===== src/rtl/fifo_uart_tx_pkg.sv =====
// Shared definitions for the FIFO-drain 8N1 UART transmitter:
// state encoding, line levels and the per-state tx level decode.
package fifo_uart_tx_pkg;

  localparam logic [2:0] ST_IDLE  = 3'd0;
  localparam logic [2:0] ST_RD    = 3'd1;
  localparam logic [2:0] ST_CAP   = 3'd2;
  localparam logic [2:0] ST_START = 3'd3;
  localparam logic [2:0] ST_DATA  = 3'd4;
  localparam logic [2:0] ST_STOP  = 3'd5;

  localparam logic UART_IDLE_LEVEL = 1'b1;
  localparam logic START_LEVEL     = 1'b0;
  localparam logic STOP_LEVEL      = 1'b1;

  // Line level to present while the FSM sits in state st.
  function automatic logic tx_level(input logic [2:0] st, input logic data_bit);
    logic lvl;
    case (st)
      ST_START: lvl = START_LEVEL;
      ST_DATA:  lvl = data_bit;
      ST_STOP:  lvl = STOP_LEVEL;
      default:  lvl = UART_IDLE_LEVEL;
    endcase
    return lvl;
  endfunction

endpackage


===== src/rtl/fifo_uart_tx_baud_tick.sv =====
// Bit-period counter: o_tick marks the last cycle of every CLKS_PER_BIT-cycle bit,
// o_pre_tick the cycle before it. i_clr restarts the period from zero.
module fifo_uart_tx_baud_tick #(
  parameter int CLKS_PER_BIT = 16
) (
  input  logic i_clk,
  input  logic i_rst_n,
  input  logic i_clr,
  output logic o_tick,
  output logic o_pre_tick
);

  localparam int CW = (CLKS_PER_BIT > 1) ? $clog2(CLKS_PER_BIT) : 1;
  localparam logic [CW-1:0] LAST_CNT     = CW'(CLKS_PER_BIT - 1);
  localparam logic [CW-1:0] PRE_LAST_CNT = CW'(CLKS_PER_BIT - 2);

  logic [CW-1:0] r_cnt;

  // Period counter, wraps at the bit boundary.
  always_ff @(posedge i_clk or negedge i_rst_n) begin
    if (!i_rst_n) begin
      r_cnt <= '0;
    end else if (i_clr) begin
      r_cnt <= '0;
    end else if (r_cnt == LAST_CNT) begin
      r_cnt <= '0;
    end else begin
      r_cnt <= r_cnt + CW'(1);
    end
  end

  assign o_tick     = (r_cnt == LAST_CNT);
  assign o_pre_tick = (r_cnt == PRE_LAST_CNT);

endmodule


===== src/rtl/fifo_uart_tx.sv =====
// Drains a byte FIFO one entry at a time and sends each byte as an 8N1 frame.
// All outputs come straight from flops, loaded from the next-state decode.
module fifo_uart_tx
  import fifo_uart_tx_pkg::*;
#(
  parameter int CLKS_PER_BIT = 16,
  parameter int DATA_BITS    = 8
) (
  input  logic       clk,
  input  logic       rst_n,
  input  logic       enable,
  input  logic       fifo_empty,
  input  logic [7:0] fifo_dout,
  output logic       fifo_rd,
  output logic       tx,
  output logic       busy,
  output logic       frame_done
);

  if (DATA_BITS != 8) begin : g_bad_data_bits
    $error("fifo_uart_tx: DATA_BITS must be 8");
  end
  if ((CLKS_PER_BIT < 2) || (CLKS_PER_BIT > 65535)) begin : g_bad_clks_per_bit
    $error("fifo_uart_tx: CLKS_PER_BIT must be 2..65535");
  end

  localparam logic [2:0] LAST_IDX = 3'(DATA_BITS - 1);

  logic [2:0] r_state;
  logic [2:0] w_state_nxt;
  logic [7:0] r_shift;
  logic [7:0] w_shift_nxt;
  logic [2:0] r_bit_idx;
  logic [2:0] w_bit_idx_nxt;
  logic       r_tx;
  logic       r_fifo_rd;
  logic       r_busy;
  logic       r_frame_done;
  logic       w_tick;
  logic       w_pre_tick;
  logic       w_baud_clr;
  logic       w_go;

  assign w_go       = enable & ~fifo_empty;
  assign w_baud_clr = (r_state == ST_CAP);

  fifo_uart_tx_baud_tick #(
    .CLKS_PER_BIT(CLKS_PER_BIT)
  ) u_baud (
    .i_clk     (clk),
    .i_rst_n   (rst_n),
    .i_clr     (w_baud_clr),
    .o_tick    (w_tick),
    .o_pre_tick(w_pre_tick)
  );

  // Next-state, shift and bit-index decode; enable/empty only matter in IDLE and at end of STOP.
  always_comb begin
    w_state_nxt   = r_state;
    w_shift_nxt   = r_shift;
    w_bit_idx_nxt = r_bit_idx;
    case (r_state)
      ST_IDLE: begin
        if (w_go) begin
          w_state_nxt = ST_RD;
        end else begin
          w_state_nxt = ST_IDLE;
        end
      end
      ST_RD: begin
        w_state_nxt = ST_CAP;
      end
      ST_CAP: begin
        w_state_nxt = ST_START;
        w_shift_nxt = fifo_dout;
      end
      ST_START: begin
        if (w_tick) begin
          w_state_nxt   = ST_DATA;
          w_bit_idx_nxt = 3'd0;
        end else begin
          w_state_nxt = ST_START;
        end
      end
      ST_DATA: begin
        if (w_tick) begin
          w_shift_nxt   = {1'b0, r_shift[7:1]};
          w_bit_idx_nxt = r_bit_idx + 3'd1;
          if (r_bit_idx == LAST_IDX) begin
            w_state_nxt = ST_STOP;
          end else begin
            w_state_nxt = ST_DATA;
          end
        end else begin
          w_state_nxt = ST_DATA;
        end
      end
      ST_STOP: begin
        if (w_tick) begin
          if (w_go) begin
            w_state_nxt = ST_RD;
          end else begin
            w_state_nxt = ST_IDLE;
          end
        end else begin
          w_state_nxt = ST_STOP;
        end
      end
      default: begin
        w_state_nxt = ST_IDLE;
      end
    endcase
  end

  // State and output flops; frame_done is loaded one cycle ahead of the final STOP cycle.
  always_ff @(posedge clk or negedge rst_n) begin
    if (!rst_n) begin
      r_state      <= ST_IDLE;
      r_shift      <= 8'h00;
      r_bit_idx    <= 3'd0;
      r_tx         <= UART_IDLE_LEVEL;
      r_fifo_rd    <= 1'b0;
      r_busy       <= 1'b0;
      r_frame_done <= 1'b0;
    end else begin
      r_state      <= w_state_nxt;
      r_shift      <= w_shift_nxt;
      r_bit_idx    <= w_bit_idx_nxt;
      r_tx         <= tx_level(w_state_nxt, w_shift_nxt[0]);
      r_fifo_rd    <= (w_state_nxt == ST_RD);
      r_busy       <= (w_state_nxt != ST_IDLE);
      r_frame_done <= (r_state == ST_STOP) && w_pre_tick;
    end
  end

  assign tx         = r_tx;
  assign fifo_rd    = r_fifo_rd;
  assign busy       = r_busy;
  assign frame_done = r_frame_done;

endmodule


===== config.mk =====
export PLATFORM = sky130hd
export DESIGN_NAME = fifo_uart_tx
export DESIGN_NICKNAME = d
export VERILOG_FILES = /design/src/rtl/fifo_uart_tx_pkg.sv /design/src/rtl/fifo_uart_tx_baud_tick.sv /design/src/rtl/fifo_uart_tx.sv
export SDC_FILE = /design/constraint.sdc
export NUM_CORES = 1
export LEC_CHECK = 0
export ABC_CLOCK_PERIOD_IN_PS = 2900
export CELL_PAD_IN_SITES_DETAIL_PLACEMENT = 1
export CELL_PAD_IN_SITES_GLOBAL_PLACEMENT = 1
export CORE_UTILIZATION = 43
export CTS_BUF_LIST = sky130_fd_sc_hd__clkbuf_16
export DETAILED_ROUTE_END_ITERATION = 8
export PLACE_DENSITY_LB_ADDON = 0.1
export SLEW_MARGIN = 20
export SYNTH_ARGS = -nofsm -noshare
export SYNTH_HDL_FRONTEND = slang
export SYNTH_HIERARCHICAL = 1
export SYNTH_SLANG_ARGS = --single-unit

===== constraint.sdc =====
create_clock -name clk -period 2.9 [get_ports clk]
set_input_delay 0.58 -clock clk [delete_from_list [all_inputs] [get_ports clk]]
set_output_delay 0.58 -clock clk [all_outputs]
set_load 0.005 [all_outputs]

After elaboration in Yosys (flattened, before gate mapping). Cells that the tools add are included.

Flip-flop bits (word level): 22. Input bits: 12. Logic and storage cells: 47. Output and inout port bits: 4.

$add $sub $neg: 2. Mux-type cells: 14. Equal/unequal tests: 13. Bitwise operators: 2. Reductions and logical operators: 7.

Operators with widths (number): $pmux 3 s6 (1); $pmux 8 s2 (1); $mux 3 (5); $eq 3x3->1 const B (4); $eq 3x2->1 const B (3); $eq 4x4->1 const B (2); $mux 4 (2); $mux 8 (1); $eq 3x1->1 const B (2); $pmux 3 s2 (1); $add 4x1->4 const B (1); $ne 2x1->1 const B (2); $reduce_bool 2->1 (2); $add 3x1->3 const B (1); $logic_not 3->1 (1); $reduce_and 3->1 (1); $reduce_bool 3->1 (1); $mux 1 (2); $pmux 1 s2 (1); $reduce_and 2->1 (1); $and 1x1->1 (1); $logic_and 1x1->1 (1); $not 1->1 (1).

Logic depth before layout (Yosys ltp).
Depth after elaboration: 7. Depth in mapped cells: 8. Depth with buffers taken out: 7.

By module. The synthesis kept the hierarchy.

Modules (own cells, without submodules): fifo_uart_tx (area each 854.6 µm², cells each 82, times used 1, seq. area each 451.7 µm²); fifo_uart_tx_baud_tick (area each 192.7 µm², cells each 18, times used 1, seq. area each 100.1 µm²).

Least setup slack after synthesis. OpenSTA, ideal clock, no wires.

Kind: reg-to-reg. Start: register u_baud.r_cnt[0]. End: register r_tx, in the netlist tx. Data required time: 2.816 ns. Cell stages (with the launch flop): 9. Path buffers: 1. Setup time: 0.084 ns. Arrival time: 1.812 ns. Clock period less this slack: 1.897 ns. Setup slack: 1.003 ns. Cells stage by stage: dfrtp_1 ha_1 and3_1 nor4bb_1 buf_4 nor2_4 a21o_1 a211oi_2 a31oi_1.

Elaborated cells between the ends (all ways): 10. Classes of those cells: eq/ne: 3; mux: 7.

RTL lines: start, declared (RTL line fifo_uart_tx_baud_tick.sv:17) `logic [CW-1:0] r_cnt;`; start signal, assigned (RTL line fifo_uart_tx_baud_tick.sv:28) `r_cnt <= r_cnt + CW'(1);`; $eq 4x4->1 (RTL line fifo_uart_tx_baud_tick.sv:32) `assign o_tick = (r_cnt == LAST_CNT);`; named net w_tick (RTL line fifo_uart_tx.sv:39) `logic w_tick;`; $mux 8 (RTL line fifo_uart_tx.sv:86) `if (w_tick) begin`; $pmux 8 s2 (RTL line fifo_uart_tx.sv:62) `case (r_state)`; named net w_shift_nxt[0] (RTL line fifo_uart_tx.sv:32) `logic [7:0] w_shift_nxt;`; $pmux 1 s2 (RTL line fifo_uart_tx_pkg.sv:19) `case (st)`; end signal, assigned (RTL line fifo_uart_tx.sv:129) `r_tx <= tx_level(w_state_nxt, w_shift_nxt[0]);`; end, declared (RTL line fifo_uart_tx.sv:35) `logic r_tx;`.

The timed path passes the listed nets, and every way through them passes these cells. The select of a mux whose other input is x is not followed. A chain may end at the register's enable or synchronous reset.

Worst setup path in the final report. Same ends and word-level chain as after synthesis.

==> metrics.md <==
| Metric | Value |
|---|---|
| Largest net degree at the start of global routing | 23 |
| Antenna cells | 0 |
| Final wirelength | ~2400 µm |
| Comb power frac | roughly 4.4% |
| Worst Hold Launch | r_shift[3]$_DFFE_PN0P_ |
| Mapped cell area | 1050 µm² |
| Busiest grt layer | met2 |
| Leakage power | roughly 0.62 nW |
| Total GRT Usage | between 20 and 25% |
| Initial Util | 46.4% |
| WP buf/inv | 1 |
| First drt pass iteration count | 4 |
| Synth warn | 6 |
| Skew final | 3.27 ps |
| Period utilization | a little over four fifths |
| Port Buffer Count | 15 |
| Flop pwr share | between 40% and 50% |
| FILL cells | 255 |
| P_int | 0.000607 W |
| Clock power share | 52.3% |
| Worst slew pin tran | about 620 ps |
| Most frequent cells in the layout | dfrtp_1 (21), nand2_1 (15), clkdlybuf4s50_1 (15) |
| Die width | roughly 51 µm |
| Yosys top cell by area | dfrtp_1 |
| CP Max Fanout | 8 |
| Switch Pwr | roughly 0.00012 W |
| Switching Share | between 15 and 20% |
| Setup Buffers After CTS | 0 |
| Post-Syn Nets | about 120 |
| R2R Setup Slk | approximately 460 ps |
| CTS tree | yes |
| Outcome | finished, final reports clean |
| Clock transition at path regs | ~60 ps |
| Avg WL per Cell | 16.7 µm |
| CP endpoint kind | flop |
| R2R Path End | tx$_DFF_PN1_ |
| Layout cells sized above 1 | between 10% and 20% |
| Slowest-stage cell, CP | nor4bb_2 |
| Minimum clock period | roughly 2400 ps |
| Total number of vias | around 790 |
| Syn Area/Cell | approximately 10 µm² |
| IO Count | 16 |
| Nets | between 100 and 150 |
| #FFs+latches synth | 22 |
| DRT antenna net count | 0 |
| Detailed-route vias per instance | roughly 5.5 |
| Cells along the critical path | ha_1 > and3_1 > nor4bb_2 > buf_4 > nor2_4 > a21o_1 > a211oi_2 > a31oi_1 |
| Post-CTS Resized | 0 |
| Worst flop-to-flop path startpoint | u_baud/r_cnt[0]$_DFF_PN0_ |
| CTS H-tree depth | 1 |
| Final hold violations | 0 |
| Post-synth top flop | dfrtp_1 |
| PD cells | 552 nW/µm² |
| Cell count of the worst hold path | 2 |
| Latest clock arrival within the worst-skew pair | between 200 and 300 ps |
| Async set-or-reset flop fraction in the synthesized netlist | 100% |
| Clock root buffer master | clkbuf_16 |
| Grt ovf | 0 |
| Register-to-Register Path Depth | 8 |
| Initial DRC Count | 8 |
| Hold Path End | r_shift[3]$_DFFE_PN0P_ |
| Cts bufs inserted | 3 |
| Sequential area share after synthesis | 52.7% |
| Slew margin rel. | between 50% and 60% |
| CP Class | flop to flop |
| Synth area leaders | dfrtp_1 (50%), nand2_1 (5.4%), ha_1 (4.8%) |
| Arrival @ worst endpoint | between 2000 and 3000 ps |
| Core area | between 2000 and 2500 µm² |
| First-pass GRT wire length | approximately 4200 µm |
| Max VDD drop | 0.439 mV |
| # DRC | 0 |
| RSZ-0062 raised after global routing | no |
| Clock Tree Buf Depth | 2 |
| Critical path's largest stage delay | just under 500 ps |
| Met1 Track Usage GR | between 20% and 30% |
| Rows | 17 |
| Antenna violations before repair | 0 |
| HPWL after detailed placement | between 1500 and 2000 µm |
| EDFF count, synth | 0 |
| Library cells used by synthesis | 32 |
| Clock sink count | 22 |
| Commonest non-fill, non-tap cell in the layout | dfrtp_1 |
| Met3 Use GR | about 4.5% |
| HP Class | flop to flop |
| Cts hold-fix bufs | 0 |
| F_max | 410 MHz |
| Area growth from synthesis to layout | 26.5% |
| Met2 Track Usage GR | between 30% and 40% |
| Setup Viol. Count Final | 0 |
| Total die area | 2640 µm² |
| Vias in the first global route | approximately 840 |
| Req. time, crit path | 3070 ps |
| Die Ht | 51.4 µm |
| Final Util | approximately 60% |
| Startpoint types | flop |
| Setup Total Neg Slack | 0 ps |
| Synth top area share | roughly 50% |
| Final Max Slew Viols | 0 |
| Critical path's top delay family | simple AND/OR/NAND/NOR gates |
| Max Cap Viol | 0 |
| Post-synthesis cell count | 100 |
| GPL Wtd Cong | between 0.7 and 0.8 |
metal layers:
layer | vias up | wire (µm) | part of all wire [%]
li1 | 386 | - | -
met3 | 5 | 65 | 2.7
met2 | 14 | 1210 | 50
met4 | 0 | 42 | 1.7
met5 | - | 0 | 0
met1 | 389 | 1110 | 46
stage by stage:
stage | std cells | total power (W) | instance area (µm²) | worst slack [ps] | hold slack (ps)
floorplan | 100 | 0.000328 | 1050 | 1000 | 284
global placement | 141 | 0.000352 | 1220 | 668 | 462
detailed placement | 141 | 0.000354 | 1220 | 566 | 468
CTS | 145 | 0.000741 | 1330 | 473 | 484
global route | 145 | 0.000755 | 1330 | 333 | 528
finish | 145 | 0.000731 | 1330 | 463 | 486
worst register-to-register path, cell delays in order, from the launching register on:
cell and delay, ps:
dfrtp_1 420, ha_1 260, and3_1 310, nor4bb_2 500, buf_4 260, nor2_4 70
a21o_1 240, a211oi_2 230, a31oi_1 60
cell families (layout without fill, tap and decap cells):
family | count (synthesis) | after routing | share of synthesized area (%)
AND/OR/NAND/NOR | 38 | 38 | 19.2
adder cells (fa/ha/maj) | 4 | 4 | 4.78
AO/OA/AOI/OAI | 26 | 26 | 17.4
flip-flops | 22 | 22 | 52.7
buffers and inverters | 9 | 26 | 5.02
XOR/XNOR | 1 | 1 | 0.836
final cells by class:
type	count	area (µm²)	share of cell area [%]
Timing Repair Buffer	17	165	12.5
Inverter	5	18.8	1.42
Multi-Input combinational cell	69	449	33.9
Clock inverter	1	30.0	2.27
Sequential cell	22	552	41.6
Tap cell	28	35.0	2.64
Clock buffer	3	75.1	5.67
Yosys cell counts, types with 2 or more instances:
cell	n
nand2_1	15
a22o_1	2
inv_1	2
and3_1	3
inv_2	3
dfrtp_1	21
o22ai_1	2
a21oi_1	6
ha_1	4
o21ai_0	2
a22oi_1	6
buf_4	3
nand2b_1	4
nor2_1	9
state kept, by name, indices dropped and copies added (netlist names):
| name | count |
|---|---|
| fifo_rd | 1 |
| r_bit_idx | 3 |
| busy | 1 |
| frame_done | 1 |
| r_state | 3 |
| tx | 1 |
| u_baud/r_cnt | 4 |
| r_shift | 8 |
worst max path at each step:
stage | from | end | slack (ps) | cells after the start
final | u_baud/r_cnt[0]$_DFF_PN0_ | tx$_DFF_PN1_ | 460 | 8
after global routing | u_baud/r_cnt[0]$_DFF_PN0_ | tx$_DFF_PN1_ | 330 | 8
after CTS | u_baud/r_cnt[0]$_DFF_PN0_ | tx$_DFF_PN1_ | 470 | 8
after detailed placement | u_baud/r_cnt[0]$_DFF_PN0_ | tx$_DFF_PN1_ | 570 | 8
after global placement | u_baud/r_cnt[0]$_DFF_PN0_ | tx$_DFF_PN1_ | 670 | 8
after floorplan | u_baud/r_cnt[0]$_DFF_PN0_ | tx$_DFF_PN1_ | 1000 | 8
power groups by stage:
stage	clock network (W)	registers, W	logic (W)
after floorplan	0	0.000321	0.00000690
after global placement	0	0.000321	0.0000311
after detailed placement	0	0.000321	0.0000324
after CTS	0.000391	0.000316	0.0000331
after global routing	0.000402	0.000317	0.0000357
final	0.000382	0.000316	0.0000323
No activity file was read; power rests on OpenSTA's default activity.
